$ cat config.mk
export PLATFORM = sky130hd
export DESIGN_NAME = cc_demuxx
export DESIGN_NICKNAME = d
export VERILOG_FILES = /design/src/rtl/cc_demuxx_pkg.sv /design/src/rtl/cc_demuxx_counter.sv /design/src/rtl/cc_demuxx.sv
export SDC_FILE = /design/constraint.sdc
export NUM_CORES = 1
export LEC_CHECK = 0
export CORE_MARGIN = 2
export CORE_UTILIZATION = 58
export DETAILED_ROUTE_END_ITERATION = 10
export DONT_BUFFER_PORTS = 1
export PLACE_DENSITY = 0.74
export SLEW_MARGIN = 10
export SYNTH_ARGS = -nofsm -noshare
export SYNTH_HDL_FRONTEND = slang
export SYNTH_SLANG_ARGS = --single-unit
export TNS_END_PERCENT = 10
$ cat constraint.sdc
create_clock -name CC_DEMUX_CLOCK_50 -period 1.7 [get_ports CC_DEMUX_CLOCK_50]
set_input_delay 0.255 -clock CC_DEMUX_CLOCK_50 [delete_from_list [all_inputs] [get_ports CC_DEMUX_CLOCK_50]]
set_output_delay 0.255 -clock CC_DEMUX_CLOCK_50 [all_outputs]
set_load 0.005 [all_outputs]
$ cat src/rtl/cc_demuxx_pkg.sv
// cc_pkg: selection and FSM encodings shared by the Collatz mux/demux blocks.
package cc_pkg;

   localparam logic [1:0] SEL_CH0  = 2'b00;
   localparam logic [1:0] SEL_CH1  = 2'b01;
   localparam logic [1:0] SEL_RSVD = 2'b10;
   localparam logic [1:0] SEL_DROP = 2'b11;

   typedef enum logic [1:0] {
      EMPTY = 2'd0,
      HOLD0 = 2'd1,
      HOLD1 = 2'd2
   } demuxState_t;

endpackage

$ cat src/rtl/cc_demuxx_counter.sv
// cc_counter: wrapping up-counter with increment enable and synchronous active-low reset.
module cc_counter #(
   parameter int WIDTH = 16
)(
   input  logic             clk,
   input  logic             rstN,
   input  logic             incEn,
   output logic [WIDTH-1:0] count
);

   always_ff @(posedge clk) begin
      if (!rstN)
         count <= '0;
      else if (incEn)
         count <= count + WIDTH'(1);
   end

endmodule

$ cat src/rtl/cc_demuxx.sv
// cc_demuxx: registered 1-to-2 valid/ready demux with one-entry holding register and delivered-word counter.
// Define CC_DEMUX_DROP_COUNT_EN to add CC_DEMUX_dropCount_OutBUS counting accepted discard transfers.
module cc_demuxx
   import cc_pkg::*;
#(
   parameter int DATAWIDTH_MUX_SELECTION = 2,
   parameter int DATAWIDTH_BUS           = 8,
   parameter int DATAWIDTH_COUNT         = 16
)(
   input  logic                               CC_DEMUX_CLOCK_50,
   input  logic                               CC_DEMUX_RESET_InLow,
   input  logic [DATAWIDTH_BUS-1:0]           CC_DEMUX_data_InBUS,
   input  logic [DATAWIDTH_MUX_SELECTION-1:0] CC_DEMUX_selection_InBUS,
   input  logic                               CC_DEMUX_valid_In,
   output logic                               CC_DEMUX_ready_Out,
   output logic [DATAWIDTH_BUS-1:0]           CC_DEMUX_data0_OutBUS,
   output logic                               CC_DEMUX_valid0_Out,
   input  logic                               CC_DEMUX_ready0_In,
   output logic [DATAWIDTH_BUS-1:0]           CC_DEMUX_data1_OutBUS,
   output logic                               CC_DEMUX_valid1_Out,
   input  logic                               CC_DEMUX_ready1_In,
   output logic [DATAWIDTH_COUNT-1:0]         CC_DEMUX_count_OutBUS
`ifdef CC_DEMUX_DROP_COUNT_EN
   ,output logic [DATAWIDTH_COUNT-1:0]        CC_DEMUX_dropCount_OutBUS
`endif
);

   demuxState_t              state, stateNext;
   logic [DATAWIDTH_BUS-1:0] holdReg;
   logic                     inXfer, outXfer, loadWord, isDrop, isCh1;

   assign isDrop = CC_DEMUX_selection_InBUS == DATAWIDTH_MUX_SELECTION'(SEL_DROP);
   assign isCh1  = CC_DEMUX_selection_InBUS == DATAWIDTH_MUX_SELECTION'(SEL_CH1);

   // ready passes the target sink's ready through so a held word can be replaced in the same cycle
   always_comb begin
      CC_DEMUX_ready_Out    = CC_DEMUX_RESET_InLow & ((state == EMPTY) |
                              ((state == HOLD0) & CC_DEMUX_ready0_In) |
                              ((state == HOLD1) & CC_DEMUX_ready1_In));
      CC_DEMUX_valid0_Out   = state == HOLD0;
      CC_DEMUX_valid1_Out   = state == HOLD1;
      CC_DEMUX_data0_OutBUS = CC_DEMUX_valid0_Out ? holdReg : '0;
      CC_DEMUX_data1_OutBUS = CC_DEMUX_valid1_Out ? holdReg : '0;
      inXfer    = CC_DEMUX_valid_In & CC_DEMUX_ready_Out;
      outXfer   = (CC_DEMUX_valid0_Out & CC_DEMUX_ready0_In) | (CC_DEMUX_valid1_Out & CC_DEMUX_ready1_In);
      loadWord  = inXfer & ~isDrop;
      stateNext = inXfer ? (isDrop ? EMPTY : isCh1 ? HOLD1 : HOLD0) : outXfer ? EMPTY : state;
   end

   always_ff @(posedge CC_DEMUX_CLOCK_50) begin
      if (!CC_DEMUX_RESET_InLow) begin
         state   <= EMPTY;
         holdReg <= '0;
      end else begin
         state <= stateNext;
         if (loadWord)
            holdReg <= CC_DEMUX_data_InBUS;
      end
   end

   cc_counter #(.WIDTH(DATAWIDTH_COUNT)) deliveredCounter (
      .clk   (CC_DEMUX_CLOCK_50),
      .rstN  (CC_DEMUX_RESET_InLow),
      .incEn (outXfer),
      .count (CC_DEMUX_count_OutBUS)
   );

`ifdef CC_DEMUX_DROP_COUNT_EN
   cc_counter #(.WIDTH(DATAWIDTH_COUNT)) dropCounter (
      .clk   (CC_DEMUX_CLOCK_50),
      .rstN  (CC_DEMUX_RESET_InLow),
      .incEn (inXfer & isDrop),
      .count (CC_DEMUX_dropCount_OutBUS)
   );
`endif

endmodule

-- After elaboration in Yosys (flattened, before gate mapping)
Index checks and enable logic that the tools add are counted.
- memories: 0
- bits in read-only memories: 0
- memory bits (writable): 0
- flip-flop bits (word level): 26
- input bits: 15
- output and inout port bits: 35
- latch bits: 0
- equal/unequal tests: 4
- bitwise logic cells: 9
- shifts and indexed selects: 0
- reduce and logical (&&, ||, !) cells: 2
- div/mod/pow operators: 0
- multipliers: 0
- order comparisons: 0
- add/sub/neg operators: 1
- muxes and demuxes: 6
- operator list (operator ; number):
    16-bit by 1-bit adder with 16-bit output, second input constant ; 1
    8-bit two-way mux ; 2
    2-bit two-way mux ; 4
    1-bit AND ; 5
    2-bit by 1-bit == test with 1-bit output, second input constant ; 2
    2-bit == test, second input constant ; 2
    1-bit bitwise OR ; 3
    2-bit logical NOT ; 1
    2-bit nonzero test ; 1
    1-bit NOT ; 1

-- Logic depth before layout (Yosys ltp)
Gate-level depths: netlist (run 1).
- depth after elaboration: 7
- depth in mapped cells: 5
- gate-level depth less buffers: 5

-- Hierarchy
Synthesis (run 1) repeated with hierarchy kept, for this count alone.
- cell total of the unflattened synthesis: 154
- area, all modules: 1320.0 µm²
- modules (own cells, without submodules) (module ; cells an instance ; seq. area each (µm²) ; area each (µm²) ; instances):
    cc_counter ; 83 ; 320.3 ; 744.5 ; 1
    cc_demuxx ; 71 ; 200.2 ; 575.6 ; 1

-- Least setup slack after synthesis (run 1)
No wires, ideal clock.
- path type: reg2reg
- start: register state[1]
- end: register deliveredCounter.count[13]
- setup time: 0.071 ns
- data arrival time: 1.441 ns
- clock period less this slack: 1.512 ns
- slack: 0.188 ns
- path buffers: 1
- cell stages (with the launch flop): 6
- path through: dfxtp_1 nand3b_1 a21o_1 buf_6 or4_1 a21oi_1
- longest elaborated chain between the ends: 3
- RTL lines (item ; RTL line ; source):
    start: declaration ; cc_demuxx.sv:28 ; demuxState_t state, stateNext;
    start signal: assignment ; cc_demuxx.sv:55 ; state <= stateNext;
    2-bit by 1-bit == test with 1-bit output / 2-bit == test (equally long branches) ; cc_demuxx.sv:40, cc_demuxx.sv:41 ;
    1-bit AND ; cc_demuxx.sv:45 ; outXfer = (CC_DEMUX_valid0_Out & CC_DEMUX_ready0_In) | (CC_DEMUX_valid1_Out & CC_DEMUX_ready1_In);
    1-bit bitwise OR (*) ; cc_demuxx.sv:45 ;
    end signal: assignment ; cc_demuxx_counter.sv:15 ; count <= count + WIDTH'(1);
    end: declaration ; cc_demuxx_counter.sv:8 ; output logic [WIDTH-1:0] count
Mark *: on every way between the ends. The rest lies on a longest branch, timed or not.
A chain may end at the register's enable or synchronous reset.

-- Worst setup path in the final report (run 1)
- start: register state[1]
- end: output CC_DEMUX_ready_Out
- longest elaborated chain between the ends: 5
- RTL lines (item ; RTL line ; source):
    2-bit by 1-bit == test with 1-bit output ; cc_demuxx.sv:38 ; ((state == HOLD0) & CC_DEMUX_ready0_In) |
    1-bit AND ; cc_demuxx.sv:38 ;
    1-bit bitwise OR ; cc_demuxx.sv:37 ; CC_DEMUX_ready_Out = CC_DEMUX_RESET_InLow & ((state == EMPTY) |
    1-bit bitwise OR (*) ; cc_demuxx.sv:38 ;
    1-bit AND (*) ; cc_demuxx.sv:37 ;
    end: declaration ; cc_demuxx.sv:15 ; output logic CC_DEMUX_ready_Out,
Marked as above.

==> qor.csv, run 1 <==
metric;value;unit
CTS sink cnt;26;
Net Switching;0.2335;mW
hold path cells;1;
Seq. cell area;525.5;sq um
CTS tree;built;
CORE AREA;0.002170;sq mm
met2 Use GR;41.34;%
Layout Utilization;68.97;%
gr busiest metal;met2;
Worst R2R Path Depth;4;
WL/cell;14.80;um
crit share post-route;97.37;%
boundary pin count;50;
critical path launch point type;register;
FMAX;604.2;MHz
first-pass GRT wire length;4588;um
Clock Latency Late Sink;0.31;ns
R2R Path Start;state[1]$_SDFFE_PN0P_;
HP Start;CC_DEMUX_RESET_InLow;
critical path launch point;state[1]$_SDFFE_PN0P_;
Syn Area/Cell;8.002;sq um
Synth Instances;162;
Worst-path clk slew;0.14;ns
number of global-route vias before repair;1096;
worst setup margin;0.04479;ns
Comb pwr share;7.5;%
share of layout cells above drive strength 1;18.18;%
Reg2Reg Setup Slack;0.05;ns
Tightest Pin Transition;0.4800;ns
initial antenna violation count;0;
Critical Path RT;1.44;ns
Die Y;51.28;um
Layout Nets;193;
share of total power in the clock network;30.1;%
Critical Path End Type;output pin;
non-filler cells, final;204;
RD Place Congestion;0.8054;
Synth Flop Type;dfxtp_1;
run status;complete, no violations;
Inserted Diodes;0;
vias per cell;5.912;
Synth async-reset ratio;0;%
Critical Path Max Stage Delay;0.37;ns
register area share after synthesis;40.15;%
DRT antenna net count;0;
Initial Util;59.75;%
Post-synth EDFFs;0;
Iter 0 DRT Violations;20;
dpl hpwl;2104;um
DRC errors left;0;
pin count of the biggest net entering global routing;15;
part of the power in registers;62.4;%
placed cell count;190;
P_int;0.7903;mW
register bit count reported by yosys;26;
slowest CP cell;dfxtp_2;
largest cells by area after synthesis;dfxtp_1 (40%), and2_1 (8.7%), xnor2_1 (5.4%), nand2_1 (5.2%), nand3_1 (4.6%);
Net Sw Frac;22.80;%
Rows;17;
synthesized area;0.001296;sq mm
Max Cap Viol;0;
aggregate global routing overflow;0;
routed vias;1206;
met1 GRT Util;25.23;%
RSZ-0062 raised after global routing;yes;
htree depth;1;
Tot GR Track Use;22.76;%
syn_nets;178;
hold endpoint;deliveredCounter.count[15]$_SDFFE_PN0P_;
Pins Over Slew Limit;0;
1st-pass router iterations;4;
Tot Pwr;1.024;mW
met3 Use GR;7.018;%
min Tclk post-route;1.655;ns
Max clock buf depth;2;
cell breakdown of the critical path;nand3b_1, buf_4, a31oi_2;
Root Driver;clkbuf_4;
Layout Area Growth over Synthesis;15.44;%
Hold Crit Class;input pin to register;
worst vdd ir;0.5383;mV
fill cell count;192;
post-synth cell types;36;
Hold Buf Count CTS;0;
I/O Buffers;0;
Setup WS pre-CTS;0.02944;ns
Synth area leader;dfxtp_1;
Crit Path Category;register to output pin;
Placed Area;0.001355;sq mm
synthesis warning total;0;
CTS Buf Count;3;
Leak;0.5468;nW
PwrDens;684.1;mW/mm^2
Finish-stage setup viols;0;
WL final;3020;um
Final Hold Vio Count;0;
normalized max-slew margin;67.17;%
worst hold slack;0.04373;ns
Setup Skew;0.002247;ns
top-area cell type share of the netlist area;40.15;%
WP data arrival;1.40;ns
Post-Route Setup TNS;0;ns
design area;0.001496;sq mm
Die Wd;51.28;um
RR Endpoint;deliveredCounter.count[13]$_SDFFE_PN0P_;
area of the multi-input gates;742.0;sq um
Crit Path Max Fanout;7;
Die Area;0.002629;sq mm
## cell families after synthesis
logic type | after synthesis | share of synthesized area [%]
xor+xnor | 8 | 5.406
simple gates | 77 | 31.18
fa+ha+maj | 1 | 0.9651
mux | 1 | 0.7722
buf+inv | 15 | 5.116
flops | 26 | 40.15
compound gates | 34 | 16.41
## repair_timing
item	in CTS	in global routing
cloned	0	1
pin swaps	0	3
setup buffers	0	9
setup endpoints to repair	14	5
gates resized for setup	3	6
## worst max-delay path by stage
stage	endpoint	slack (ns)
after floorplan	deliveredCounter.count[13]$_SDFFE_PN0P_	0.19
after global placement	deliveredCounter.count[13]$_SDFFE_PN0P_	0.13
after detailed placement	deliveredCounter.count[13]$_SDFFE_PN0P_	0.03
after CTS	deliveredCounter.count[13]$_SDFFE_PN0P_	0.004
after global routing	CC_DEMUX_ready_Out	-0.05
final	CC_DEMUX_ready_Out	0.04
## metal layers
metal	up-vias	part of all wire, %
met5	-	0
met4	0	1.3
met3	6	6.3
met2	40	50
met1	570	42
li1	590	-
## synth_stat cells (2+ instances only)
| library cell | number |
|---|---|
| dfxtp_1 | 26 |
| a31oi_1 | 3 |
| nand3_1 | 12 |
| nand4_1 | 4 |
| a211oi_1 | 4 |
| xnor2_1 | 8 |
| a21oi_1 | 7 |
| inv_1 | 5 |
| nand3b_1 | 3 |
| clkbuf_1 | 6 |
| or3_1 | 2 |
| and4_1 | 2 |
| nand2_1 | 18 |
| nor2_1 | 11 |
| nor2b_1 | 2 |
| buf_2 | 2 |
| and2_1 | 18 |
| o21ai_0 | 11 |
## worst max-delay path: cells and delay by family, from the launching register on
family | cells | cell delay (ns)
flip-flops | 1 | 0.37
AND/OR/NAND/NOR | 1 | 0.29
buffers and inverters | 1 | 0.24
AO/OA/AOI/OAI | 1 | 0.19
## power by group through the flow
stage	Clock (mW)	Sequential [mW]	Combinational [mW]
after CTS	0.314	0.640	0.0653
after global placement	0	0.652	0.0627
after floorplan	0	0.650	0.0520
after global routing	0.338	0.641	0.0864
after detailed placement	0	0.653	0.0645
final	0.308	0.638	0.0773
## cells in the final DEF (no fill, tap or decap), types with 2 or more instances in the layout
cell type	n
a211oi_1	3
a21oi_1	7
a31oi_1	2
and2_1	18
and4_1	2
buf_4	18
clkbuf_4	3
dfxtp_1	24
inv_1	5
nand2_1	18
nand3_1	12
nand3b_1	3
nand4_1	4
nor2_1	11
nor2b_2	2
o21ai_0	11
or3_1	2
xnor2_1	8
## flip-flops by register name, summed over array words and instances, names as in the netlist
signal and cells:
deliveredCounter.count 16, holdReg 8, state 2
## layout make-up
type	count	area share, %
multi-input cells	122	49.58
clock buffers	4	2.425
flip-flops and latches	26	35.12
inverters	6	1.505
well taps	28	2.341
repair buffers	18	9.030
Power figures use the tool's default switching activity.
==> inputs of run 2 (changes only) <==
--- a/config.mk
+++ b/config.mk
@@ -5,11 +5,11 @@
 export SDC_FILE = /design/constraint.sdc
 export NUM_CORES = 1
 export LEC_CHECK = 0
-export CORE_MARGIN = 2
-export CORE_UTILIZATION = 58
+export CORE_MARGIN = 5
+export CORE_UTILIZATION = 60
 export DETAILED_ROUTE_END_ITERATION = 10
 export DONT_BUFFER_PORTS = 1
-export PLACE_DENSITY = 0.74
+export PLACE_DENSITY = 0.76
 export SLEW_MARGIN = 10
 export SYNTH_ARGS = -nofsm -noshare
 export SYNTH_HDL_FRONTEND = slang
==> run 2 against run 1 <==
  * Critical path type unchanged
  * Final area fell by 1.8%
  * Critical path depth unchanged
  * Register-to-register slack gained 0.04 ns
  * Fmax increased by 2.5%
  * Hold slack worse by 0.0075 ns
  * Non-clock buffer count is 5 lower
  * Routed wire length increased by 0.73%
  * Sequential share of layout area increased by 0.66 points
==> qor.csv, run 2 (same netlist as run 1, synthesis figures left out) <==
metric;value;unit;change
CORE AREA;0.002002;sq mm;-7.7%
run status;complete, no violations;;
Worst-path clk slew;0.14;ns;about the same
slowest CP cell;dfxtp_4;;
share of layout cells above drive strength 1;14.71;%;-3.5 points
1st-pass router iterations;4;;unchanged
Worst R2R Path Depth;4;;unchanged
Root Driver;clkbuf_4;;
critical path launch point type;register;;
WP data arrival;1.36;ns;-0.04 ns
Tightest Pin Transition;0.4531;ns;-0.02695 ns
CTS Buf Count;3;;unchanged
crit share post-route;95.03;%;-2.3 points
first-pass GRT wire length;4940;um;+7.7%
Largest regs;deliveredCounter.count: 16 flops, holdReg: 8 flops, state: 2 flops;;
htree depth;1;;unchanged
Max clock buf depth;2;;unchanged
worst vdd ir;0.6172;mV;+15%
Reg2Reg Setup Slack;0.09;ns;+0.04 ns
dpl hpwl;2206;um;+4.9%
CTS sink cnt;26;;unchanged
hold path cells;1;;unchanged
Layout Area Growth over Synthesis;13.32;%;
Hold Crit Class;input pin to register;;
Clock Latency Late Sink;0.32;ns;about the same
Initial Util;64.75;%;+5.0 points
part of the power in registers;62.3;%;about the same
Max Cap Viol;0;;unchanged
WL/cell;15.44;um;+4.3%
routed vias;1180;;-2.2%
Leak;0.5396;nW;-1.3%
Crit Path Max Fanout;5;;-2
number of global-route vias before repair;1149;;+4.8%
Inserted Diodes;0;;unchanged
crit path buf inv count;1;;unchanged
Tot Pwr;1.026;mW;+0.25%
Pins Over Slew Limit;0;;unchanged
normalized max-slew margin;69.72;%;+2.5 points
Setup Skew;0.001795;ns;-0.0004511 ns
most common cell after layout, fill and taps aside;dfxtp_1;;
most frequent cells in the layout;dfxtp_1 (24), and2_1 (18), nand2_1 (18);;
vias per cell;5.990;;+1.3%
I/O Buffers;0;;unchanged
Critical Path Max Stage Delay;0.38;ns;about the same
Critical Path RT;1.44;ns;about the same
share of total power in the clock network;30.8;%;+0.7 points
Finish-stage setup viols;0;;unchanged
DRT antenna net count;0;;unchanged
WL final;3042;um;+0.73%
Crit Path Category;register to output pin;;
Rows;16;;-1
Layout Nets;187;;-3.1%
RD Place Congestion;0.7283;;-9.6%
FMAX;619.0;MHz;+2.5%
Hold Buf Count CTS;0;;unchanged
DRC errors left;0;;unchanged
Die Wd;56.48;um;+10%
design area;0.001469;sq mm;-1.8%
P_int;0.7869;mW;-0.42%
Net Switching;0.2394;mW;+2.5%
Biggest register;deliveredCounter.count;;
cell breakdown of the critical path;buf_4, or2_2, a31oi_1;;
aggregate global routing overflow;0;;unchanged
min Tclk post-route;1.615;ns;-0.03972 ns
Iter 0 DRT Violations;30;;+50%
critical path depth;3;;unchanged
Placed Area;0.001379;sq mm;+1.8%
Net Sw Frac;23.32;%;+0.52 points
max reg flops;16;;unchanged
kind of cell adding the most delay to the critical path;flip-flops;;
boundary pin count;50;;unchanged
Die Y;56.48;um;+10%
fill cell count;161;;-16%
Die Area;0.003190;sq mm;+21%
Final Hold Vio Count;0;;unchanged
Tot GR Track Use;18.71;%;-4.0 points
initial antenna violation count;0;;unchanged
Comb pwr share;7.0;%;-0.5 points
pin count of the biggest net entering global routing;15;;unchanged
Layout Utilization;73.38;%;+4.4 points
CTS tree;built;;
Critical Path End Type;output pin;;
PwrDens;698.7;mW/mm^2;+2.1%
## run 2: changes by cell type in the layout (fill, tap and decap cells not counted), sizes merged
cell | previous run | this run
buf | 18 | 13
a21o | 2 | 1
## run 2: area by class of cell
type                    instances  area (sq um)  share of cell area, %
inverters                       6         22.52                  1.533
repair buffers                 13         122.6                  8.348
multi-input cells             121         728.2                  49.57
well taps                      27         33.78                  2.300
clock buffers                   4         36.28                  2.470
flip-flops and latches         26         525.5                  35.78
## run 2: path summary, 6_finish.rpt
| kind | start | end |
|---|---|---|
| max | state[0]$_SDFFE_PN0P_ | CC_DEMUX_ready_Out |
| min | CC_DEMUX_RESET_InLow | deliveredCounter.count[15]$_SDFFE_PN0P_ |
| max reg2reg | state[0]$_SDFFE_PN0P_ | deliveredCounter.count[13]$_SDFFE_PN0P_ |
| min reg2reg | holdReg[4]$_SDFFE_PN0P_ | holdReg[4]$_SDFFE_PN0P_ |
## run 2: metrics by stage
step                TNS (ns)  instances  hold slack (ns)  setup slack (ns)
finish                     0        197          0.03621           0.08450
global route        -0.01050        197          0.03375         -0.007182
CTS                        0        193          0.03830           0.04046
detailed placement         0        189           0.3786           0.08398
global placement           0        189           0.3764            0.1597
floorplan                  0        162           0.3854            0.1878
## run 2: timing repair
item	CTS	global route
gates cloned	0	0
resized for setup	1	8
pin swaps	0	1
endpoints found under the setup margin	8	3
buffers inserted	0	4
endpoints found under the hold margin	0	0
## run 2: worst register-to-register path: cells and delay by family (launching register included)
kind / cells / cell delay [ns]
flops: 1 / 0.38
simple gates: 2 / 0.75
compound gates: 2 / 0.43
## run 2: routing by layer
layer | vias to the layer above | share of wire [%] | track usage [%]
li1 | 574 | - | -
met3 | 6 | 9.9 | 7.569
met1 | 557 | 41 | 21.03
met2 | 43 | 48 | 32.18
met4 | 0 | 1.1 | 5.424
met5 | - | 0 | 0
## run 2: power groups by stage
stage,sequential (mW),clock (mW),combinational (mW)
3_5_place_dp,0.653,0,0.0680
6_report,0.639,0.316,0.0714
2_1_floorplan,0.650,0,0.0520
5_1_grt,0.643,0.339,0.0799
3_3_place_gp,0.651,0,0.0651
4_1_cts,0.640,0.317,0.0686
==> inputs of run 3 (changes only) <==
--- a/config.mk
+++ b/config.mk
@@ -5,11 +5,11 @@
 export SDC_FILE = /design/constraint.sdc
 export NUM_CORES = 1
 export LEC_CHECK = 0
+export CAP_MARGIN = 10
 export CORE_MARGIN = 5
-export CORE_UTILIZATION = 60
+export CORE_UTILIZATION = 43
 export DETAILED_ROUTE_END_ITERATION = 10
-export DONT_BUFFER_PORTS = 1
-export PLACE_DENSITY = 0.76
+export PLACE_DENSITY = 0.79
 export SLEW_MARGIN = 10
 export SYNTH_ARGS = -nofsm -noshare
 export SYNTH_HDL_FRONTEND = slang
==> run 3 against run 2 <==
  * The run now ends with negative setup slack left
  * Total power up 5.8%
  * Setup slack worse by 0.24 ns
  * Flip-flop and latch count unchanged
  * Routed wire length up 25%
  * Register-to-register slack got worse by 0.11 ns
  * Hold slack improved by 0.45 ns
  * Cell count grew 30%
  * Non-clock buffer count grew 54
  * Utilization decreased by 7.1 points
  * Critical path type unchanged
  * Critical endpoint is now CC_DEMUX_data1_OutBUS[1]
  * Largest power group unchanged
==> qor.csv, run 3 (same netlist as run 1, synthesis figures left out) <==
metric;value;unit;change
run status;complete, but fails checks;;
violated checks;negative setup slack;;
Die Wd;64.91;um;+15%
routed vias;1390;;+18%
cell breakdown of the critical path;nor2b_4, buf_4, and2_1, clkdlybuf4s50_1;;
Crit Path Max Fanout;5;;unchanged
Reg2Reg Setup Slack;-0.02;ns;-0.11 ns
Inserted Diodes;0;;unchanged
CTS Buf Count;3;;unchanged
R2R Path Start;state[0]$_SDFFE_PN0P_;;
WL final;3810;um;+25%
slowest CP cell;clkdlybuf4s50_1;;
top layer in use;met4;;
1st-pass router iterations;4;;unchanged
dpl hpwl;2777;um;+26%
first-pass GRT wire length;6279;um;+27%
max reg flops;16;;unchanged
Crit Path Category;register to output pin;;
RR Endpoint;deliveredCounter.count[9]$_SDFFE_PN0P_;;
CTS tree;built;;
Die Y;64.91;um;+15%
Hold Crit Class;input pin to register;;
Rows;20;;+4
non-filler cells, final;257;;+30%
critical path launch point type;register;;
most frequent cells in the layout;clkdlybuf4s50_1 (35), dfxtp_1 (24), nand2_1 (18), buf_4 (18), and2_1 (17);;
WL/cell;14.82;um;-4.0%
wl on met1;1589;um;+28%
Critical Path End Type;output pin;;
htree depth;1;;unchanged
PwrDens;550.2;mW/mm^2;-21%
crit share post-route;109.4;%;+14 points
CTS sink cnt;26;;unchanged
DRC errors left;0;;unchanged
Largest regs;deliveredCounter.count: 16 flops, holdReg: 8 flops, state: 2 flops;;
initial antenna violation count;0;;unchanged
I/O Buffers;49;;+49
Worst-path clk slew;0.14;ns;about the same
Layout Utilization;66.26;%;-7.1 points
FMAX;537.5;MHz;-13%
placed cell count;249;;+32%
Critical Path RT;1.44;ns;about the same
met2 wire length;1953;um;+33%
Leak;0.8405;nW;+56%
boundary pin count;50;;unchanged
Pins Over Slew Limit;0;;unchanged
Iter 0 DRT Violations;68;;+130%
DRT antenna net count;0;;unchanged
Layout Nets;241;;+29%
Critical Path Max Stage Delay;0.50;ns;+0.12 ns
Post-Route Setup TNS;-0.8703;ns;-0.8703 ns
Max clock buf depth;2;;unchanged
Max Cap Viol;0;;unchanged
Tot GR Track Use;18.93;%;+0.22 points
min Tclk post-route;1.860;ns;+0.2449 ns
number of global-route vias before repair;1402;;+22%
most common cell after layout, fill and taps aside;clkdlybuf4s50_1;;
Initial Util;43.53;%;-21 points
WP data arrival;1.61;ns;+0.25 ns
RD Place Congestion;0.8277;;+14%
Die Area;0.004213;sq mm;+32%
Clock Latency Late Sink;0.33;ns;about the same
critical path endpoint;CC_DEMUX_data1_OutBUS[1];;
worst setup margin;-0.1604;ns;-0.2449 ns
Setup WS pre-CTS;-0.1642;ns;-0.2482 ns
Root Driver;clkbuf_4;;
aggregate global routing overflow;0;;unchanged
Biggest register;deliveredCounter.count;;
Hold Buf Count CTS;0;;unchanged
WL met3;192;um;-36%
Layout Area Growth over Synthesis;52.22;%;
share of layout cells above drive strength 1;13.39;%;-1.3 points
Finish-stage setup viols;9;;+9
normalized max-slew margin;75.98;%;+6.3 points
RSZ-0062 raised after global routing;yes;;
vias per cell;5.409;;-9.7%
Final Hold Vio Count;0;;unchanged
critical path launch point;state[1]$_SDFFE_PN0P_;;
worst vdd ir;0.5573;mV;-9.7%
Setup Skew;0.01006;ns;+0.008267 ns
pin count of the biggest net entering global routing;17;;+2
Worst R2R Path Depth;6;;+2
CORE AREA;0.002978;sq mm;+49%
Tightest Pin Transition;0.3594;ns;-0.09361 ns
==> run 3: per-stage QoR <==
| stage | cell area (sq um) | total power [mW] | hold slack, ns |
|---|---|---|---|
| global route | 1973 | 1.139 | 0.4784 |
| detailed placement | 1889 | 0.7812 | 0.4683 |
| global placement | 1889 | 0.7751 | 0.4493 |
| CTS | 1944 | 1.095 | 0.4746 |
| finish | 1973 | 1.086 | 0.4825 |
| floorplan | 1296 | 0.7016 | 0.3854 |
==> run 3: per-layer routing <==
layer  up-vias  global-route usage [%]
met5         -                       0
met4         0                   8.179
met3         8                   4.506
met2        40                   34.23
met1       651                   20.83
li1        691                       -
==> run 3: layout make-up <==
cell class,count,area [sq um]
clock buffer,4,36.28
fill,247,1005
inverter,6,22.52
multi-input combinational,121,728.2
sequential,26,525.5
tap,33,41.29
timing repair buffer,67,619.3
==> run 3: worst min-delay path by stage <==
stage	cells past startpoint	endpoint	startpoint
finish	3	holdReg[0]$_SDFFE_PN0P_	CC_DEMUX_data_InBUS[0]
global route	3	holdReg[4]$_SDFFE_PN0P_	CC_DEMUX_data_InBUS[4]
CTS	3	holdReg[6]$_SDFFE_PN0P_	CC_DEMUX_data_InBUS[6]
detailed placement	2	holdReg[6]$_SDFFE_PN0P_	holdReg[6]$_SDFFE_PN0P_
global placement	2	holdReg[3]$_SDFFE_PN0P_	holdReg[3]$_SDFFE_PN0P_
floorplan	2	holdReg[0]$_SDFFE_PN0P_	CC_DEMUX_data_InBUS[0]
==> run 3: power by group <==
part           switching (mW)  leakage [nW]  internal [mW]
sequential             0.0134         0.212          0.626
combinational          0.0596         0.607         0.0731
clock                   0.182        0.0210          0.131
total                   0.255         0.840          0.831
==> run 3: timing repair <==
item,CTS,global route
gates cloned,1,0
buffers inserted,2,1
setup endpoints to repair,19,34
gates resized for setup,20,8
pin swaps,0,2
==> run 3: worst max-delay path: cells and delay by family, from the launching register on <==
kind / cells / cell delay, ns
buffers and inverters: 2 / 0.64
DFF: 1 / 0.37
and+or+nand+nor: 2 / 0.28
